--- config.mk ---
export PLATFORM = sky130hd
export DESIGN_NAME = step_clock_ctrl_flat
export DESIGN_NICKNAME = d
export VERILOG_FILES = /design/src/rtl/step_clock_ctrl_pkg.sv /design/src/rtl/step_clock_ctrl_if.sv /design/src/rtl/step_clock_ctrl_btn_debounce.sv /design/src/rtl/step_clock_ctrl.sv /design/src/flat_wrapper.sv
export SDC_FILE = /design/constraint.sdc
export NUM_CORES = 1
export LEC_CHECK = 0
export CORE_MARGIN = 1.5
export CORE_UTILIZATION = 42
export CTS_CLUSTER_DIAMETER = 150
export CTS_CLUSTER_SIZE = 24
export DETAILED_ROUTE_END_ITERATION = 10
export SYNTH_ARGS = -nofsm -noshare
export SYNTH_HDL_FRONTEND = slang
export SYNTH_SLANG_ARGS = --single-unit
--- constraint.sdc ---
create_clock -name clk -period 8.5 [get_ports clk]
set_clock_uncertainty 0.2 [all_clocks]
set_input_delay 2.55 -clock clk [delete_from_list [all_inputs] [get_ports clk]]
set_output_delay 2.55 -clock clk [all_outputs]
set_load 0.005 [all_outputs]
--- src/rtl/step_clock_ctrl_pkg.sv ---
// Shared encodings and helpers for the step clock controller.
package step_clock_ctrl_pkg;

  typedef enum logic [1:0] {
    MODE_SINGLE = 2'b00,
    MODE_BURST  = 2'b01,
    MODE_FREE   = 2'b10,
    MODE_OFF    = 2'b11
  } mode_e;

  typedef enum logic {
    ST_IDLE = 1'b0,
    ST_RUN  = 1'b1
  } state_e;

  // Bits needed to hold values 0..n-1 (at least one bit).
  function automatic int unsigned cnt_width(input int unsigned n);
    return (n > 1) ? $clog2(n) : 1;
  endfunction

endpackage

--- src/rtl/step_clock_ctrl_if.sv ---
// Control/status bundle between the step clock controller and its host.
interface step_clock_ctrl_if #(
  parameter int unsigned BURST_W = 8,
  parameter int unsigned DIV_W   = 16,
  parameter int unsigned TICK_W  = 8
);
  logic               button;
  logic [1:0]         mode;
  logic [BURST_W-1:0] burst_len;
  logic [DIV_W-1:0]   div;
  logic               halt;
  logic               step_en;
  logic               step_clk;
  logic               busy;
  logic [TICK_W-1:0]  ticks;

  modport master (output button, mode, burst_len, div, halt,
                  input  step_en, step_clk, busy, ticks);
  modport slave  (input  button, mode, burst_len, div, halt,
                  output step_en, step_clk, busy, ticks);
endinterface

--- src/rtl/step_clock_ctrl_btn_debounce.sv ---
// Two-flop synchroniser plus symmetric debouncer for the step button.
// press_acc_o pulses for one cycle per accepted press.
module btn_debounce
  import step_clock_ctrl_pkg::*;
#(
  parameter int unsigned DEBOUNCE_CYCLES = 5000
) (
  input  logic clk,
  input  logic reset,
  input  logic button_i,
  output logic press_acc_o
);
  localparam int unsigned    CNT_W    = cnt_width(DEBOUNCE_CYCLES);
  localparam logic [CNT_W-1:0] CNT_LAST = CNT_W'(DEBOUNCE_CYCLES - 1);

  logic             sync0_q, sync1_q;
  logic [CNT_W-1:0] cnt_q, cnt_d;
  logic             armed_q, armed_d;
  logic             press_q, press_d;

  always_ff @(posedge clk or posedge reset) begin
    if (reset) begin
      sync0_q <= 1'b0;
      sync1_q <= 1'b0;
      cnt_q   <= '0;
      armed_q <= 1'b1;
      press_q <= 1'b0;
    end else begin
      sync0_q <= button_i;
      sync1_q <= sync0_q;
      cnt_q   <= cnt_d;
      armed_q <= armed_d;
      press_q <= press_d;
    end
  end

  // armed_q=1 waits for a stable-high run (press), armed_q=0 for a stable-low run (release).
  always_comb begin
    cnt_d   = '0;
    armed_d = armed_q;
    press_d = 1'b0;
    if (sync1_q == armed_q) begin
      if (cnt_q == CNT_LAST) begin
        armed_d = ~armed_q;
        press_d = armed_q;
      end else begin
        cnt_d = cnt_q + 1'b1;
      end
    end
  end

  assign press_acc_o = press_q;

endmodule

--- src/rtl/step_clock_ctrl.sv ---
// Step clock controller: turns debounced button presses into single, burst
// or free-running step strobes plus a registered step clock.
//
//   state   | meaning
//   --------+-----------------------------------------------------------
//   ST_IDLE | waiting for a press; single steps are issued from here
//   ST_RUN  | burst or free-run in progress, steps every reload_q+1 cycles
module step_clock_ctrl
  import step_clock_ctrl_pkg::*;
#(
  parameter int unsigned DEBOUNCE_CYCLES = 5000,
  parameter int unsigned PULSE_CYCLES    = 1,
  parameter int unsigned BURST_W         = 8,
  parameter int unsigned DIV_W           = 16,
  parameter int unsigned TICK_W          = 8
) (
  input logic clk,
  input logic reset,
  step_clock_ctrl_if.slave bus
);
  localparam int unsigned MIN_W = cnt_width(2 * PULSE_CYCLES);
  localparam int unsigned PER_W = (DIV_W > MIN_W) ? DIV_W : MIN_W;
  localparam int unsigned PW    = cnt_width(PULSE_CYCLES);
  localparam logic [PER_W-1:0] MIN_RELOAD = PER_W'(2 * PULSE_CYCLES - 1);
  localparam logic [PW-1:0]    PULSE_LAST = PW'(PULSE_CYCLES - 1);

  logic press_acc;
  logic issue;
  mode_e mode_in;
  logic [PER_W-1:0] div_ext, reload_in;

  state_e            state_q, state_d;
  logic              free_q, free_d;
  logic [BURST_W-1:0] rem_q, rem_d;
  logic [PER_W-1:0]  reload_q, reload_d;
  logic [PER_W-1:0]  per_q, per_d;
  logic [PW-1:0]     pulse_q, pulse_d;
  logic              step_en_q, step_en_d;
  logic              step_clk_q, step_clk_d;
  logic [TICK_W-1:0] ticks_q, ticks_d;

  btn_debounce #(.DEBOUNCE_CYCLES(DEBOUNCE_CYCLES)) u_debounce (
    .clk        (clk),
    .reset      (reset),
    .button_i   (bus.button),
    .press_acc_o(press_acc)
  );

  assign mode_in   = mode_e'(bus.mode);
  assign div_ext   = PER_W'(bus.div);
  // Period is reload+1, never shorter than two full step_clk pulses.
  assign reload_in = (div_ext > MIN_RELOAD) ? div_ext : MIN_RELOAD;

  always_ff @(posedge clk or posedge reset) begin
    if (reset) begin
      state_q    <= ST_IDLE;
      free_q     <= 1'b0;
      rem_q      <= '0;
      reload_q   <= '0;
      per_q      <= '0;
      pulse_q    <= '0;
      step_en_q  <= 1'b0;
      step_clk_q <= 1'b0;
      ticks_q    <= '0;
    end else begin
      state_q    <= state_d;
      free_q     <= free_d;
      rem_q      <= rem_d;
      reload_q   <= reload_d;
      per_q      <= per_d;
      pulse_q    <= pulse_d;
      step_en_q  <= step_en_d;
      step_clk_q <= step_clk_d;
      ticks_q    <= ticks_d;
    end
  end

  always_comb begin
    state_d  = state_q;
    free_d   = free_q;
    rem_d    = rem_q;
    reload_d = reload_q;
    per_d    = per_q;
    issue    = 1'b0;

    case (state_q)
      ST_IDLE: begin
        if (press_acc && !bus.halt) begin
          case (mode_in)
            MODE_SINGLE: issue = 1'b1;
            MODE_BURST: begin
              if (bus.burst_len != '0) begin
                issue    = 1'b1;
                state_d  = ST_RUN;
                free_d   = 1'b0;
                rem_d    = bus.burst_len - 1'b1;
                reload_d = reload_in;
                per_d    = reload_in;
              end
            end
            MODE_FREE: begin
              issue    = 1'b1;
              state_d  = ST_RUN;
              free_d   = 1'b1;
              reload_d = reload_in;
              per_d    = reload_in;
            end
            default: ;
          endcase
        end
      end
      ST_RUN: begin
        // Halt, a stopping press or an exhausted burst all take priority over expiry.
        if (bus.halt || (free_q && press_acc) || (!free_q && rem_q == '0)) begin
          state_d = ST_IDLE;
        end else if (per_q == '0) begin
          issue = 1'b1;
          per_d = reload_q;
          if (!free_q) rem_d = rem_q - 1'b1;
        end else begin
          per_d = per_q - 1'b1;
        end
      end
      default: state_d = ST_IDLE;
    endcase

    step_en_d  = issue;
    ticks_d    = issue ? ticks_q + 1'b1 : ticks_q;
    step_clk_d = step_clk_q;
    pulse_d    = pulse_q;
    if (issue) begin
      step_clk_d = 1'b1;
      pulse_d    = PULSE_LAST;
    end else if (step_clk_q) begin
      if (pulse_q == '0) step_clk_d = 1'b0;
      else               pulse_d    = pulse_q - 1'b1;
    end
  end

  assign bus.step_en  = step_en_q;
  assign bus.step_clk = step_clk_q;
  assign bus.busy     = (state_q == ST_RUN);
  assign bus.ticks    = ticks_q;

endmodule

--- src/flat_wrapper.sv ---
// flat-port wrapper written by rule: the top's interface ports become plain ports
module step_clock_ctrl_flat import step_clock_ctrl_pkg::*;
#(
  parameter int unsigned DEBOUNCE_CYCLES = 5000,
  parameter int unsigned PULSE_CYCLES    = 1,
  parameter int unsigned BURST_W         = 8,
  parameter int unsigned DIV_W           = 16,
  parameter int unsigned TICK_W          = 8
)
  (clk, reset, bus_button, bus_mode, bus_burst_len, bus_div, bus_halt, bus_step_en, bus_step_clk, bus_busy, bus_ticks);
  step_clock_ctrl_if #(.BURST_W(BURST_W), .DIV_W(DIV_W), .TICK_W(TICK_W)) bus_i ();
  input logic clk;
  input logic reset;
  input wire logic [$bits(bus_i.button)-1:0] bus_button;
  input wire logic [$bits(bus_i.mode)-1:0] bus_mode;
  input wire logic [$bits(bus_i.burst_len)-1:0] bus_burst_len;
  input wire logic [$bits(bus_i.div)-1:0] bus_div;
  input wire logic [$bits(bus_i.halt)-1:0] bus_halt;
  output wire logic [$bits(bus_i.step_en)-1:0] bus_step_en;
  output wire logic [$bits(bus_i.step_clk)-1:0] bus_step_clk;
  output wire logic [$bits(bus_i.busy)-1:0] bus_busy;
  output wire logic [$bits(bus_i.ticks)-1:0] bus_ticks;
  assign bus_i.button = bus_button;
  assign bus_i.mode = bus_mode;
  assign bus_i.burst_len = bus_burst_len;
  assign bus_i.div = bus_div;
  assign bus_i.halt = bus_halt;
  assign bus_step_en = bus_i.step_en;
  assign bus_step_clk = bus_i.step_clk;
  assign bus_busy = bus_i.busy;
  assign bus_ticks = bus_i.ticks;
  step_clock_ctrl #(.DEBOUNCE_CYCLES(DEBOUNCE_CYCLES), .PULSE_CYCLES(PULSE_CYCLES), .BURST_W(BURST_W), .DIV_W(DIV_W), .TICK_W(TICK_W)) u_core (.clk(clk), .reset(reset), .bus(bus_i));
endmodule
==> Word level (Yosys, flattened, before mapping) <==
Index checks and enable logic that the tools add are counted.
{ "totals": {"ff_bits": 70, "in_bits": 30, "out_inout_bits": 11, "word_cells": 90} }
{ "op_classes": {"n_addsub": 6, "magnitude_cmp": 1, "n_eq_ne": 13, "n_mux": 36, "bitwise_logic": 2, "reduce_logical": 18} }
{ "op_table": {"columns": ["operator", "count"], "rows": [
  ["$mux W16", 5],
  ["$pmux W16 S2", 2],
  ["$mux W8", 6],
  ["$mux W13", 2],
  ["$gt A16 B1 Y1 const B", 1],
  ["$logic_not A16 Y1", 1],
  ["$pmux W8 S2", 1],
  ["$sub A16 B1 Y16 const B", 1],
  ["$sub A8 B1 Y8 const B", 2],
  ["$mux W1", 15],
  ["$add A13 B1 Y13 const B", 1],
  ["$eq A13 B13 Y1 const B", 1],
  ["$pmux W1 S2", 5],
  ["$add A8 B1 Y8 const B", 1],
  ["$logic_not A8 Y1", 1],
  ["$ne A2 B2 Y1 const B", 4],
  ["$reduce_and A4 Y1", 2],
  ["$reduce_bool A8 Y1", 1],
  ["$ne A2 B1 Y1 const B", 3],
  ["$reduce_and A6 Y1", 1],
  ["$reduce_bool A2 Y1", 2],
  ["$logic_and A1 B1 Y1", 3],
  ["$ne A3 B2 Y1 const B", 1],
  ["$ne A3 B3 Y1 const B", 1],
  ["10 further kinds", 13]
]} }

==> Depth between registers and ports, before layout <==
Gate-level depths: netlist of run 1.
{ "depth": {"word_depth": 6, "depth_mapped": 10} }

==> Modules after synthesis <==
From an unflattened synthesis of run 1, not the netlist that was laid out.
{ "hier_totals": {"cells_unflattened": 407, "hier_area_um2": 4047.6} }
{ "modules_own_cells": {"columns": ["module", "instances", "cells_each", "area_each_um2", "seq_area_each_um2"], "rows": [
  ["step_clock_ctrl", 1, 335, 3246.9, 1276.2],
  ["btn_debounce", 1, 72, 800.8, 426.7]
]} }

==> Worst setup path before layout of run 1 <==
No wires, ideal clock.
{ "synth_path": {"kind": "input port to flip-flop", "from": "in bus_mode[1]", "to": "reg u_core.ticks_q[1] (netlist: u_core.bus.ticks[1])", "setup_time_ns": 0.128, "t_arrival_ns": 4.198, "path_slack_ns": 3.974, "stages": 6, "n_path_buf": 0, "path_cell_list": "inv_1 -> ha_1 -> o31ai_1 -> a2111oi_1 -> nor2_2 -> mux2_1"} }
{ "synth_between": {"elab_chain_len": 5, "word_cells_on_any_way": 7} }
{ "synth_lines": {"columns": ["item", "line", "rtl"], "rows": [
  ["from (decl)", "flat_wrapper.sv:15", "input wire logic [$bits(bus_i.mode)-1:0] bus_mode;"],
  ["$eq A2 B2 Y1 / $logic_not A2 Y1 (equally long branches)", "step_clock_ctrl.sv:89", "case (mode_in)"],
  ["$reduce_or A2 Y1 (no line)", null, null],
  ["$pmux W1 S2 *", "step_clock_ctrl.sv:89", null],
  ["$mux W1 *", "step_clock_ctrl.sv:88", "if (press_acc && !bus.halt) begin"],
  ["$pmux W1 S2 *", "step_clock_ctrl.sv:86", "case (state_q)"],
  ["to (signal assigned)", "step_clock_ctrl.sv:74", "ticks_q <= ticks_d;"],
  ["to (decl)", "step_clock_ctrl.sv:40", "logic [TICK_W-1:0] ticks_q, ticks_d;"]
]} }
Mark *: on every way between the ends. The rest lies on a longest branch, timed or not.
A chain may end at the register's enable or synchronous reset.

==> Final worst setup path of run 1 <==
Ends and elaborated chain as after synthesis.

==> flow_results.xml, run 1 <==
<?xml version="1.0" encoding="UTF-8"?>
<metrics>
  <group name="drt">
    <metric name="route.final.wire_length" unit="mm">9.22</metric>
    <metric name="drt-pass1-iter-count" unit="">4</metric>
    <metric name="detail-route-antenna-nets" unit="">0</metric>
    <metric name="detail_route.vias_per_cell" unit="">5.62</metric>
    <metric name="wl_per_cell" unit="um">16.4</metric>
    <metric name="remaining_drc_errors" unit="">0</metric>
    <metric name="dr_total_vias" unit="">3156</metric>
    <metric name="dr.first_iter.drc_count" unit="">123</metric>
  </group>
  <group name="layout">
    <metric name="fillCellCount" unit="">883</metric>
    <metric name="most-common-layout-cells" unit="">67 x dfrtp_1, 40 x clkdlybuf4s50_1, 31 x nor2_1, 20 x nand2_1</metric>
    <metric name="count_of_antenna_diodes_in_the_layout" unit="">0</metric>
    <metric name="final_layout_size_suffix_gt1_frac" unit="">0.132</metric>
    <metric name="most_common_library_cell_in_the_layout_ignoring_fill_and_taps" unit="">dfrtp_1</metric>
    <metric name="finish.cell_count_without_fillers" unit="">562</metric>
    <metric name="area.growth.synth_to_final" unit="%">16.7</metric>
    <metric name="postLayoutCellArea" unit="mm^2">0.00465</metric>
    <metric name="nets" unit="">467</metric>
  </group>
  <group name="worst_setup_path">
    <metric name="crit_path_top_delay_cell" unit="">a2111oi_1</metric>
    <metric name="crit_path_max_incr_delay" unit="ns">1.04</metric>
    <metric name="reg2reg_slack" unit="ns">5.21</metric>
    <metric name="worst_ep_arrival_time" unit="ns">5.05</metric>
    <metric name="worst_r2r_path_depth" unit="">5</metric>
    <metric name="crit_path_cell_trace" unit="">clkdlybuf4s50_1 -&gt; inv_1 -&gt; ha_1 -&gt; o31ai_1 -&gt; a2111oi_1 -&gt; nor2_2 -&gt; mux2_1</metric>
    <metric name="setup.worst_path.end_class" unit="">flop</metric>
    <metric name="r2r-start" unit="">u_core.per_q[6]</metric>
    <metric name="first_element_of_the_critical_path" unit="">bus_mode[1]</metric>
    <metric name="critPathRequiredTime" unit="ns">8.53</metric>
    <metric name="worstPathMaxFanout" unit="">7</metric>
    <metric name="worst_r2r_endpoint" unit="">u_core.per_q[12]</metric>
    <metric name="critical_path_class" unit="">in2reg</metric>
    <metric name="worst_setup_path_endpoint" unit="">u_core.bus.ticks[1]</metric>
    <metric name="timing.critical_path.from_type" unit="">primary input</metric>
  </group>
  <group name="clocking">
    <metric name="clockBufferDepth" unit="">2</metric>
    <metric name="cts_num_sinks" unit="">68</metric>
    <metric name="cts_inserted_buffers" unit="">9</metric>
    <metric name="cts_setup_buffers" unit="">0</metric>
    <metric name="worst_setup_hold_path_clk_slew" unit="ns">0.08</metric>
    <metric name="cts_root_buf" unit="">clkbuf_8</metric>
    <metric name="tritoncts" unit="">built</metric>
    <metric name="cts.hold.buffers_added" unit="">0</metric>
    <metric name="insertion_delay" unit="ns">0.34</metric>
    <metric name="number_of_instances_resized_during_post_cts_repair" unit="">0</metric>
    <metric name="htree_levels" unit="">3</metric>
  </group>
  <group name="timing">
    <metric name="final_hold_viol_count" unit="">0</metric>
    <metric name="slew_headroom" unit="">0.200</metric>
    <metric name="final.period_utilization" unit="">0.591</metric>
    <metric name="timing.final.crit_period" unit="ns">5.02</metric>
    <metric name="tightestPinTransition" unit="ns">1.20</metric>
    <metric name="tns" unit="ns">0</metric>
    <metric name="finalMaxSlewViolations" unit="">0</metric>
    <metric name="timing.final.setup_violations" unit="">0</metric>
    <metric name="max_freq" unit="MHz">199</metric>
    <metric name="rsz_0062_raised_after_global_routing" unit="">false</metric>
  </group>
  <group name="synth">
    <metric name="postSynthRegisterBits" unit="">68</metric>
    <metric name="fraction_of_registers_with_async_set_or_reset_after_synthesis" unit="">1.00</metric>
    <metric name="sequential_to_total_area_share_from_yosys_stat" unit="">0.427</metric>
    <metric name="synth.distinct_cells" unit="">67</metric>
    <metric name="yosys.area_share.xor_xnor" unit="">0.0681</metric>
    <metric name="synth_top_family_by_area" unit="">simple AND/OR/NAND/NOR gates</metric>
    <metric name="synth-main-ff-cell" unit="">dfrtp_1</metric>
    <metric name="synth_adder_area_share" unit="">0.0283</metric>
    <metric name="yosysTopAreaCell" unit="">dfrtp_1</metric>
    <metric name="synth-edff-count" unit="">0</metric>
    <metric name="syn-instance-count" unit="">392</metric>
    <metric name="synthTopCellsByArea" unit="">dfrtp_1 42%, mux2_2 4.8%, xnor2_1 3.7%, xor2_1 3.1%, nor2_1 2.9%</metric>
    <metric name="synth_simple_gate_area_frac" unit="">0.198</metric>
    <metric name="synth_fp_nets" unit="">431</metric>
    <metric name="synthesis.area_per_instance" unit="um^2">10.2</metric>
    <metric name="synthesis.yosys.warnings" unit="">0</metric>
    <metric name="synth-compound-area-share" unit="">0.162</metric>
    <metric name="post_synth_instance_area" unit="mm^2">0.00399</metric>
    <metric name="yosysTopAreaCellShare" unit="">0.421</metric>
    <metric name="synthMuxAreaShare" unit="">0.0772</metric>
  </group>
  <group name="floorplan">
    <metric name="initial_core_util" unit="">0.431</metric>
    <metric name="dieArea" unit="mm^2">0.0101</metric>
    <metric name="num_rows" unit="">35</metric>
    <metric name="core-area" unit="mm^2">0.00924</metric>
    <metric name="die_w" unit="um">100</metric>
    <metric name="chipHeight" unit="um">100</metric>
    <metric name="num_io_pins" unit="">41</metric>
  </group>
  <group name="worst_hold_path">
    <metric name="hold_class" unit="">reg2reg</metric>
  </group>
  <group name="placed_design">
    <metric name="post_dp_cell_area" unit="mm^2">0.00448</metric>
    <metric name="placed_cells_incl_taps" unit="">546</metric>
    <metric name="portBuffers" unit="">40</metric>
    <metric name="routability_congestion_estimate_from_global_placement" unit="">0.826</metric>
    <metric name="detailed_place_hpwl" unit="mm">6.39</metric>
  </group>
  <group name="job">
    <metric name="cap_violations" unit="">0</metric>
  </group>
  <group name="grt">
    <metric name="met1_usage" unit="">0.245</metric>
    <metric name="largest_net_degree_at_the_start_of_global_routing" unit="">69</metric>
    <metric name="first_global_vias" unit="">3135</metric>
    <metric name="global_route.usage.met2" unit="">0.333</metric>
    <metric name="grt_use_met3" unit="">0.0397</metric>
    <metric name="overflow" unit="">0</metric>
    <metric name="global_route.peak_usage_layer" unit="">met2</metric>
    <metric name="first_pass_grt_wire_length" unit="mm">15.3</metric>
    <metric name="antenna_found_initial" unit="">0</metric>
    <metric name="global_route_usage_sum" unit="">0.191</metric>
  </group>
  <group name="power_and_ir_drop">
    <metric name="cellLeakagePower" unit="nW">1.99</metric>
    <metric name="vdd.ir_drop.worst" unit="uV">84.0</metric>
    <metric name="power.density_cell_area" unit="mW/mm^2">131</metric>
    <metric name="report.power.total" unit="mW">0.607</metric>
  </group>
  <group name="run_status">
    <metric name="status" unit="">complete, no violations</metric>
  </group>
</metrics>
==> worst min-delay path by stage <==
stage,from,to,cells after the start
floorplan,u_core.u_debounce.sync0_q,u_core.u_debounce.sync1_q,0
global placement,u_core.u_debounce.sync0_q,u_core.u_debounce.sync1_q,0
detailed placement,u_core.u_debounce.sync0_q,u_core.u_debounce.sync1_q,0
CTS,u_core.u_debounce.sync0_q,u_core.u_debounce.sync1_q,0
global route,u_core.u_debounce.sync0_q,u_core.u_debounce.sync1_q,0
finish,u_core.u_debounce.sync0_q,u_core.u_debounce.sync1_q,0
==> cell type report <==
class,instances,area (um^2),share of cell area
clock buffers,9,124,0.0266
multi-input cells,290,2120,0.457
repair buffers,44,430,0.0925
flip-flops and latches,68,1700,0.366
clock inverters,7,52.6,0.0113
well taps,129,161,0.0347
inverters,15,56.3,0.0121
==> power by group <==
part	total (mW)	switching [mW]	internal, mW	leakage (nW)
combinational	0.0413	0.0224	0.0190	1.01
sequential	0.326	0.00125	0.325	0.903
clock	0.240	0.133	0.107	0.0779
==> layer usage <==
| metal | vias up | share of wire |
|---|---|---|
| met2 | 66 | 0.50 |
| met4 | 0 | 0.0088 |
| met5 | - | 0 |
| li1 | 1525 | - |
| met1 | 1558 | 0.45 |
| met3 | 7 | 0.035 |
==> cells in the mapped netlist (4+ instances only) <==
master    number
clkbuf_1      11
and3_1         4
nor2_1        31
dfrtp_1       67
nor3b_1        5
xor2_1        14
or3_1          4
nand4_1        7
nand2b_1      13
nand4b_1       4
o221ai_1       6
xnor2_1       17
nand3_1       10
a31oi_1        9
nand2_1       20
mux2_2        17
o211ai_1      10
inv_1         15
nor3_1         9
nor4_1         6
mux2_4         5
o21ai_0       13
a21oi_1       16
ha_1           9
==> metrics by stage <==
| step | hold WS [ns] | setup slack [ns] | utilization |
|---|---|---|---|
| after global routing | 0.161 | 3.19 | 0.503 |
| after detailed placement | 0.139 | 3.12 | 0.484 |
| after global placement | 0.135 | 3.21 | 0.484 |
| after floorplan | 0.131 | 3.97 | - |
| final | 0.156 | 3.48 | 0.503 |
| after CTS | 0.158 | 3.48 | 0.503 |
==> worst max-delay path: cells and delay by family <==
family                     cells  cell delay (ns)
and+or+nand+nor                1             0.11
buffers and inverters          2             0.56
adders and majority gates      1             0.26
AOI/OAI and AO/OA              2             1.22
muxes                          1             0.36
==> sequential cells by signal (all words and copies together), names as in the netlist <==
register / cells
u_core.reload_q: 16
u_core.u_debounce.sync1_q: 1
u_core.u_debounce.armed_q: 1
u_core.bus.ticks: 8
u_core.u_debounce.sync0_q: 1
u_core.free_q: 1
u_core.u_debounce.press_acc_o: 1
u_core.u_debounce.cnt_q: 13
u_core.bus.step_clk: 1
u_core.per_q: 16
u_core.rem_q: 8
u_core.bus.busy: 1
==> logic make-up (layout without fill, tap and decap cells) <==
| logic type | after synthesis | count (layout) |
|---|---|---|
| XOR/XNOR | 31 | 31 |
| AND/OR/NAND/NOR | 134 | 134 |
| buffers and inverters | 34 | 75 |
| adder cells (fa/ha/maj) | 9 | 9 |
| flip-flops | 68 | 68 |
| AO/OA/AOI/OAI | 90 | 90 |
| multiplexers | 26 | 26 |
Note: power is estimated with default switching activity, not from simulation.
==> run 2, diff against run 1 <==
- clock period: 8.5 -> 4 ns (I/O delays scaled with it)
==> run 2 against run 1 <==
Effect of this change:
- worst setup slack worse by 3.0 ns
- clock power grew to 2.7 times the previous value
- global-route usage is 0.72 points higher
- critical path type unchanged
- core utilization is 1.3 points higher
- flip-flop and latch count stayed put
- first-iteration DRC count is 8.9% higher
- via count is 2.7% higher
- die area stayed put
- register-to-register slack worse by 4.1 ns
==> flow_results.xml, run 2 (synthesized netlist as in run 1, its figures left out) <==
<?xml version="1.0" encoding="UTF-8"?>
<metrics>
  <group name="worst_setup_path">
    <metric name="setup.worst_path.end_class" unit="">flop</metric>
    <metric name="path_buf_inv" unit="">2</metric>
    <metric name="reg2reg_slack" unit="ns">1.08</metric>
    <metric name="timing.critical_path.from_type" unit="">primary input</metric>
    <metric name="crit_path_top_delay_cell" unit="">a2111oi_1</metric>
    <metric name="crit_path_max_incr_delay" unit="ns">1.09</metric>
    <metric name="worst_ep_arrival_time" unit="ns">3.58</metric>
    <metric name="critPathRequiredTime" unit="ns">4.03</metric>
    <metric name="cp_top_family" unit="">compound AO/OA/AOI/OAI gates</metric>
    <metric name="worstPathMaxFanout" unit="">7</metric>
    <metric name="critical_path_class" unit="">in2reg</metric>
    <metric name="crit_path_cell_trace" unit="">clkdlybuf4s50_1 -&gt; inv_1 -&gt; ha_1 -&gt; nor2_1 -&gt; a2111oi_1 -&gt; nor2_2 -&gt; mux2_1</metric>
  </group>
  <group name="clocking">
    <metric name="number_of_instances_resized_during_post_cts_repair" unit="">0</metric>
    <metric name="cts_inserted_buffers" unit="">9</metric>
    <metric name="htree_levels" unit="">3</metric>
    <metric name="clockBufferDepth" unit="">2</metric>
    <metric name="cts_setup_buffers" unit="">0</metric>
    <metric name="cts.hold.buffers_added" unit="">0</metric>
    <metric name="insertion_delay" unit="ns">0.35</metric>
    <metric name="cts_num_sinks" unit="">68</metric>
    <metric name="cts_root_buf" unit="">clkbuf_8</metric>
    <metric name="worst_setup_hold_path_clk_slew" unit="ns">0.08</metric>
    <metric name="tritoncts" unit="">built</metric>
  </group>
  <group name="floorplan">
    <metric name="dieArea" unit="mm^2">0.0101</metric>
    <metric name="die_w" unit="um">100</metric>
    <metric name="num_io_pins" unit="">41</metric>
    <metric name="core-area" unit="mm^2">0.00924</metric>
    <metric name="initial_core_util" unit="">0.431</metric>
    <metric name="chipHeight" unit="um">100</metric>
    <metric name="num_rows" unit="">35</metric>
  </group>
  <group name="timing">
    <metric name="timing.final.setup_violations" unit="">0</metric>
    <metric name="finalMaxSlewViolations" unit="">0</metric>
    <metric name="tightestPinTransition" unit="ns">1.25</metric>
    <metric name="rsz_0062_raised_after_global_routing" unit="">false</metric>
    <metric name="hold_ws" unit="ns">0.151</metric>
    <metric name="tns" unit="ns">0</metric>
    <metric name="max_freq" unit="MHz">281</metric>
    <metric name="final.period_utilization" unit="">0.888</metric>
    <metric name="slew_headroom" unit="">0.166</metric>
    <metric name="timing.final.crit_period" unit="ns">3.55</metric>
    <metric name="final_hold_viol_count" unit="">0</metric>
    <metric name="slack_of_the_critical_path" unit="ns">0.447</metric>
  </group>
  <group name="job">
    <metric name="cap_violations" unit="">0</metric>
  </group>
  <group name="placed_design">
    <metric name="detailed_place_hpwl" unit="mm">6.66</metric>
    <metric name="pre_cts_slack" unit="ns">0.0881</metric>
    <metric name="portBuffers" unit="">40</metric>
    <metric name="routability_congestion_estimate_from_global_placement" unit="">0.836</metric>
  </group>
  <group name="drt">
    <metric name="dr.first_iter.drc_count" unit="">134</metric>
    <metric name="dr_total_vias" unit="">3240</metric>
    <metric name="wl_per_cell" unit="um">16.2</metric>
    <metric name="detail_route.vias_per_cell" unit="">5.66</metric>
    <metric name="remaining_drc_errors" unit="">0</metric>
    <metric name="detail-route-antenna-nets" unit="">0</metric>
    <metric name="route.final.wire_length" unit="mm">9.28</metric>
    <metric name="drt-pass1-iter-count" unit="">4</metric>
  </group>
  <group name="layout">
    <metric name="area.growth.synth_to_final" unit="%">19.8</metric>
    <metric name="count_of_antenna_diodes_in_the_layout" unit="">0</metric>
    <metric name="most-common-layout-cells" unit="">67 x dfrtp_1, 40 x clkdlybuf4s50_1, 31 x nor2_1, 20 x nand2_1</metric>
    <metric name="nets" unit="">477</metric>
    <metric name="most_common_library_cell_in_the_layout_ignoring_fill_and_taps" unit="">dfrtp_1</metric>
    <metric name="finish.utilization" unit="">0.517</metric>
    <metric name="largest_registers" unit="">u_core.per_q (16), u_core.reload_q (16), u_core.u_debounce.cnt_q (13)</metric>
    <metric name="fillCellCount" unit="">865</metric>
    <metric name="final_layout_size_suffix_gt1_frac" unit="">0.151</metric>
  </group>
  <group name="power_and_ir_drop">
    <metric name="cellLeakagePower" unit="nW">2.08</metric>
    <metric name="power.density_cell_area" unit="mW/mm^2">298</metric>
    <metric name="report.power.total" unit="mW">1.42</metric>
    <metric name="vdd.ir_drop.worst" unit="uV">143</metric>
  </group>
  <group name="grt">
    <metric name="largest_net_degree_at_the_start_of_global_routing" unit="">26</metric>
    <metric name="antenna_found_initial" unit="">0</metric>
    <metric name="overflow" unit="">0</metric>
    <metric name="first_global_vias" unit="">3106</metric>
    <metric name="first_pass_grt_wire_length" unit="mm">15.6</metric>
    <metric name="global_route_usage_sum" unit="">0.198</metric>
  </group>
  <group name="run_status">
    <metric name="status" unit="">complete, no violations</metric>
  </group>
  <group name="worst_hold_path">
    <metric name="hold_class" unit="">reg2reg</metric>
  </group>
</metrics>
run 2: cell types whose count changed in the layout (fill, tap and decap cells not counted):
cell        change
buf_4          +10
bufinv_16       +2
clkbuf_8        +1
clkinv_2        +1
clkinv_4        +1
clkinvlp_4      -4
inv_6           -1
run 2: worst paths after layout:
path,startpoint,to,depth (start not counted)
hold / removal,u_core.u_debounce.sync0_q,u_core.u_debounce.sync1_q,0
hold reg to reg,u_core.u_debounce.sync0_q,u_core.u_debounce.sync1_q,0
setup / recovery,bus_mode[0],u_core.bus.ticks[1],7
max in group asynchronous,reset,u_core.reload_q[10],3
setup reg to reg,u_core.per_q[0],u_core.per_q[12],6
min in group asynchronous,reset,u_core.rem_q[1],2
run 2: final cells by class:
| type | instances | area (um^2) | share of cell area |
|---|---|---|---|
| tap | 129 | 161 | 0.0338 |
| inverter | 15 | 56.3 | 0.0118 |
| timing repair buffer | 54 | 505 | 0.106 |
| clock inverter | 6 | 87.6 | 0.0183 |
| clock buffer | 10 | 138 | 0.0288 |
| multi-input combinational | 290 | 2120 | 0.445 |
| sequential | 68 | 1700 | 0.357 |
run 2: per-layer routing:
metal  GRT usage  vias up  wire [um]  share of wire
met5           0        -          0              0
met4      0.0748        0        163          0.018
met3      0.0327       12        311          0.034
met2       0.334       60       4640           0.50
met1       0.257     1609       4160           0.45
li1            -     1559          -              -
run 2: report_power, final:
| group | internal [mW] | switching, mW | total (mW) |
|---|---|---|---|
| Sequential | 0.690 | 0.00269 | 0.693 |
| Combinational | 0.0432 | 0.0486 | 0.0918 |
| Clock | 0.368 | 0.270 | 0.638 |
| Total | 1.10 | 0.322 | 1.42 |
run 2: per-stage QoR:
stage / cells / cell area, um^2
3_3_place_gp: 556 / 4550
5_1_grt: 572 / 4780
3_5_place_dp: 556 / 4550
2_1_floorplan: 392 / 3990
6_report: 572 / 4780
4_1_cts: 572 / 4780
==> patch 1 (settings of run 1) <==
Reset style: synchronous (`reset`), changed in 2 clocked blocks.
--- a/src/rtl/step_clock_ctrl_btn_debounce.sv
+++ b/src/rtl/step_clock_ctrl_btn_debounce.sv
@@ -18,7 +18,7 @@
   logic             armed_q, armed_d;
   logic             press_q, press_d;
 
-  always_ff @(posedge clk or posedge reset) begin
+  always_ff @(posedge clk) begin
     if (reset) begin
       sync0_q <= 1'b0;
       sync1_q <= 1'b0;
--- a/src/rtl/step_clock_ctrl.sv
+++ b/src/rtl/step_clock_ctrl.sv
@@ -51,7 +51,7 @@
   // Period is reload+1, never shorter than two full step_clk pulses.
   assign reload_in = (div_ext > MIN_RELOAD) ? div_ext : MIN_RELOAD;
 
-  always_ff @(posedge clk or posedge reset) begin
+  always_ff @(posedge clk) begin
     if (reset) begin
       state_q    <= ST_IDLE;
       free_q     <= 1'b0;
Formal check against the unedited RTL: no difference found for any inputs over 10 cycles, from zero or initial values and one cycle with reset high; that may be too few to reach the edited logic, so the function may still have changed.
==> patch 1 against run 1 <==
  * Die area down 5.8%
  * Maximum frequency up 3.9%
  * Final area down 5.0%
  * Sequential share of layout area down 5.8 points
  * Cell count up 5.5%
  * Synthesized cell count up 15%
  * Wire length up 1.7%
  * Critical endpoint is now u_core.bus.ticks[5]
  * Worst setup slack better by 0.19 ns
  * Area after synthesis down 6.0%
  * Sequential cell count unchanged
  * Utilization up 0.56 points
  * Combinational power down 6.8%
  * Power up 3.7%
==> patch 1: results (changes against run 1) <==
metric,value,unit,change
hpwlAfterDp,6.22,mm,-2.6%
place_congestion,0.828,,+0.25%
crit_fanout,8,,+1
drive_gt1_share,8.66,%,-4.5 points
grt_pass1_vias,3277,,+4.5%
synth_mux_area_share,7.21,%,-0.51 points
synth_xor_area_share,4.91,%,-1.9 points
synth_compound_area_share,19.0,%,+2.9 points
status,finished clean,,
synth-async-reset-ratio,0,%,-100 points
synth_nets,488,,+13%
synth-main-ff-cell,dfxtp_1,,
drt-initial-drc-count,189,,+54%
vias,3445,,+9.2%
place_area,4220,um^2,-5.8%
synthTopCellsByArea,"dfxtp_1, nor2_1, mux2i_1, o21ai_0, a31oi_1",,
wire_per_inst,15.8,um,-3.6%
p_leak,1.55,nW,-22%
syn-instance-count,449,,+15%
layout.nets,519,,+11%
switchingPower,0.000156,W,-0.53%
grt_pass1_wl,15.9,mm,+3.9%
synth_seq_area_share,36.3,%,-6.4 points
place_inst,577,,+5.7%
slew-limit-headroom,32.2,%,+12 points
[patch 1: cell count changes after synthesis, moves of 8 or more]
cell             run 1  this run
clkbuf_1            11        19
o21ai_0             13        28
mux2_2              17         5
nand3_1             10        22
dfrtp_1             67         0
nand2b_1            13         2
nor2_1              31        52
nand2_1             20        29
a31oi_1              9        18
mux2i_1              3        18
dfxtp_1              0        68
[patch 1: area by class of cell]
type	count	area, um^2
timing repair buffer	44	425
inverter	11	41.3
tap	108	135
sequential	68	1360
multi-input combinational	346	2250
clock buffer	9	124
clock inverter	7	76.3
fill	873	4260
[patch 1: final timing paths]
kind | cells past startpoint | start | slack [ns] | to
min reg2reg | 1 | u_core.u_debounce.sync0_q | 0.25 | u_core.u_debounce.sync1_q
max reg2reg | 5 | u_core.per_q[4] | 5.22 | u_core.bus.ticks[7]
max | 6 | bus_burst_len[2] | 3.67 | u_core.bus.ticks[5]
min | 1 | u_core.u_debounce.sync0_q | 0.25 | u_core.u_debounce.sync1_q
[patch 1: power groups by stage]
| stage | Clock [W] | Combinational [W] | Sequential (W) |
|---|---|---|---|
| global placement | 0 | 0.0000384 | 0.000327 |
| detailed placement | 0 | 0.0000384 | 0.000327 |
| CTS | 0.000282 | 0.0000386 | 0.000319 |
| finish | 0.000272 | 0.0000385 | 0.000319 |
| global route | 0.000291 | 0.0000422 | 0.000319 |
| floorplan | 0 | 0.0000156 | 0.000327 |
[patch 1: critical path, stage by stage]
cell             delay [ns]
clkdlybuf4s50_1        0.49
or4_1                  0.57
o21ai_1                0.45
a211o_1                0.37
a21oi_1                0.12
mux2_1                 0.32
[patch 1: routing by layer]
metal | global-route usage [%] | routed length, um
met5 | 0 | 0
met1 | 27.8 | 4530
met3 | 4.53 | 418
met4 | 6.81 | 117
met2 | 32.0 | 4310
==> patch 2 (settings of run 1) <==
Without the edit above. `BURST_W` is set to 8 in 3 places; all go to 9.
--- a/src/rtl/step_clock_ctrl_if.sv
+++ b/src/rtl/step_clock_ctrl_if.sv
@@ -1,6 +1,6 @@
 // Control/status bundle between the step clock controller and its host.
 interface step_clock_ctrl_if #(
-  parameter int unsigned BURST_W = 8,
+  parameter int unsigned BURST_W = 9,
   parameter int unsigned DIV_W   = 16,
   parameter int unsigned TICK_W  = 8
 );
--- a/src/rtl/step_clock_ctrl.sv
+++ b/src/rtl/step_clock_ctrl.sv
@@ -10,7 +10,7 @@
 #(
   parameter int unsigned DEBOUNCE_CYCLES = 5000,
   parameter int unsigned PULSE_CYCLES    = 1,
-  parameter int unsigned BURST_W         = 8,
+  parameter int unsigned BURST_W         = 9,
   parameter int unsigned DIV_W           = 16,
   parameter int unsigned TICK_W          = 8
 ) (
--- a/src/flat_wrapper.sv
+++ b/src/flat_wrapper.sv
@@ -3,7 +3,7 @@
 #(
   parameter int unsigned DEBOUNCE_CYCLES = 5000,
   parameter int unsigned PULSE_CYCLES    = 1,
-  parameter int unsigned BURST_W         = 8,
+  parameter int unsigned BURST_W         = 9,
   parameter int unsigned DIV_W           = 16,
   parameter int unsigned TICK_W          = 8
 )
Ports: changed (resized bus_burst_len); port bits go from 41 to 42. The function was not compared with the original's and may differ.
==> patch 2 against run 1 <==
  * Count of clock-buffer cells in the layout grew 4
  * Utilization up 1.5 points
  * Area after synthesis shrank 2.5%
  * Via count up 0.35%
  * Worst setup slack better by 0.12 ns
  * Die area fell by 2.4%
  * Final area shrank 1.3%
  * Sequential share of layout area is 1.0 points higher
  * Sequential cell count rose by 1
  * Wire length is 7.0% lower
  * Synthesized cell count up 3.8%
  * Critical path type unchanged
  * Critical endpoint is now u_core.per_q[7]
  * Largest cell class unchanged
  * Highest routed layer unchanged
Power is not compared: it rests on default switching activity, and its combinational part moved more than twofold at a synthesized area within 25%.
==> patch 2: results (changes against run 1) <==
metric,value,unit,change
status,finished clean,,
period_minus_slack,4.90,ns,-0.122 ns
switchingPower,0.000184,W,
critPathArrivalTime,4.93,ns,-0.12 ns
rr_endpoint,u_core.per_q[7],,
clkLatencyLatePin,0.35,ns,
synth-main-ff-cell,dfrtp_1,,
synth_nets,447,,+3.7%
fill_cells,822,,-6.9%
p_leak,1.96,nW,
wl,8.57,mm,-7.0%
hpwlAfterDp,5.82,mm,-8.9%
place_congestion,0.819,,-0.87%
antenna_cells,0,,unchanged
layout.nets,485,,+3.9%
grt_pass1_wl,14.7,mm,-3.9%
numCtsBuffers,9,,unchanged
grt_pass1_vias,3019,,-3.7%
port_buffers,41,,+2.5%
viasPerCell,5.68,,+1.1%
synthTopCellsByArea,"dfrtp_1, mux2_2, nor2_1, xor2_1, a21oi_1",,
cts.repair.resized,0,,unchanged
drive_gt1_share,11.8,%,-1.4 points
crit_fanout,32,,+25
cts.hold.buffers_added,0,,unchanged
postCtsSetupRepairBufs,0,,unchanged
critPathLaunch,bus_mode[1],,
first_pass_iters,4,,unchanged
yosysWarnings,0,,unchanged
top_regs,"u_core.per_q x16, u_core.reload_q x16, u_core.u_debounce.cnt_q x13",,
synth_seq_area_share,44.5,%,+1.7 points
synthTopCellsByCount,"dfrtp_1, nor2_1, a21oi_1",,
clkTransAtPathRegs,0.07,ns,
r2r_start,u_core.bus.busy,,
drt-initial-drc-count,143,,+16%
path_class,primary input to flip-flop,,
hp-class,flip-flop to flip-flop,,
worstRegToRegCells,7,,+2
dp_slack,3.22,ns,+0.102 ns
cts_max_path_buffers,2,,unchanged
grt_usage,18.8,%,-0.31 points
cts.htree.levels,3,,unchanged
antenna_found_initial,0,,unchanged
worst_pin_slew,1.15,ns,-0.0504 ns
reg2reg_setup_slack,5.19,ns,-0.02 ns
grt_max_degree,70,,+1.4%
cts_root_buffer,clkbuf_8,,
yosysUniqueCellTypes,56,,-16%
synth-async-reset-ratio,100,%,unchanged
ir_drop,0.000102,V,
[patch 2: changes by cell type after synthesis, moves of 5 or more]
cell and delta:
a21oi_1 +19, a31oi_1 -5, mux2_4 -5, nand2b_1 -12
nor2_1 +23, nor4_1 +5, o211ai_1 -8, o21ai_0 +10
o221ai_1 -5, xnor2_1 -8, xor2_1 +8
[patch 2: worst max-delay path, stage by stage]
cell and delay [ns]:
clkdlybuf4s50_1 0.51, inv_1 0.07, ha_1 0.19, nand4_1 0.10, a21oi_1 0.10, nor2_2 0.89
o21ai_0 0.22, a22o_1 0.29
[patch 2: cell families after synthesis]
logic type / synth area share, %
simple gates: 20.2
compound gates: 14.8
flops: 44.5
xor+xnor: 6.99
buf+inv: 3.38
mux: 7.31
fa+ha+maj: 2.90
[patch 2: power groups by stage]
stage          logic [W]  clock network [W]  registers, W
6_report       0.0000832           0.000286      0.000349
5_1_grt        0.0000937           0.000309      0.000351
4_1_cts        0.0000838           0.000293      0.000349
3_5_place_dp   0.0000834                  0      0.000355
3_3_place_gp   0.0000821                  0      0.000355
2_1_floorplan  0.0000523                  0      0.000352
[patch 2: final cells by class]
type,count,share of cell area [%]
Clock buffer,13,3.68
Multi-Input combinational cell,308,44.2
Inverter,12,0.981
Tap cell,108,2.94
Timing Repair Buffer,45,9.60
Clock inverter,3,0.927
Sequential cell,69,37.7
[patch 2: metrics by stage]
stage / hold WS [ns] / area (um^2) / std cells / utilization [%]
global placement: 0.134 / 4380 / 542 / 49.5
global route: 0.170 / 4590 / 558 / 51.9
CTS: 0.156 / 4590 / 558 / 51.9
finish: 0.155 / 4590 / 558 / 51.9
detailed placement: 0.139 / 4380 / 542 / 49.5
floorplan: 0.131 / 3890 / 407 / -
[patch 2: routing by layer]
metal / GRT usage [%] / share of wire (%)
met1: 26.3 / 49
met2: 29.0 / 45
met3: 3.94 / 4.8
met4: 6.93 / 1.4
met5: 0 / 0
[patch 2: worst min-delay path by stage]
stage	from	to	slack (ns)	cells after the start
3_5_place_dp	u_core.u_debounce.sync0_q	u_core.u_debounce.sync1_q	0.14	0
4_1_cts	u_core.u_debounce.sync0_q	u_core.u_debounce.sync1_q	0.16	0
2_1_floorplan	u_core.u_debounce.sync0_q	u_core.u_debounce.sync1_q	0.13	0
6_report	u_core.u_debounce.sync0_q	u_core.u_debounce.sync1_q	0.15	0
3_3_place_gp	u_core.u_debounce.sync0_q	u_core.u_debounce.sync1_q	0.13	0
5_1_grt	u_core.u_debounce.sync0_q	u_core.u_debounce.sync1_q	0.17	0
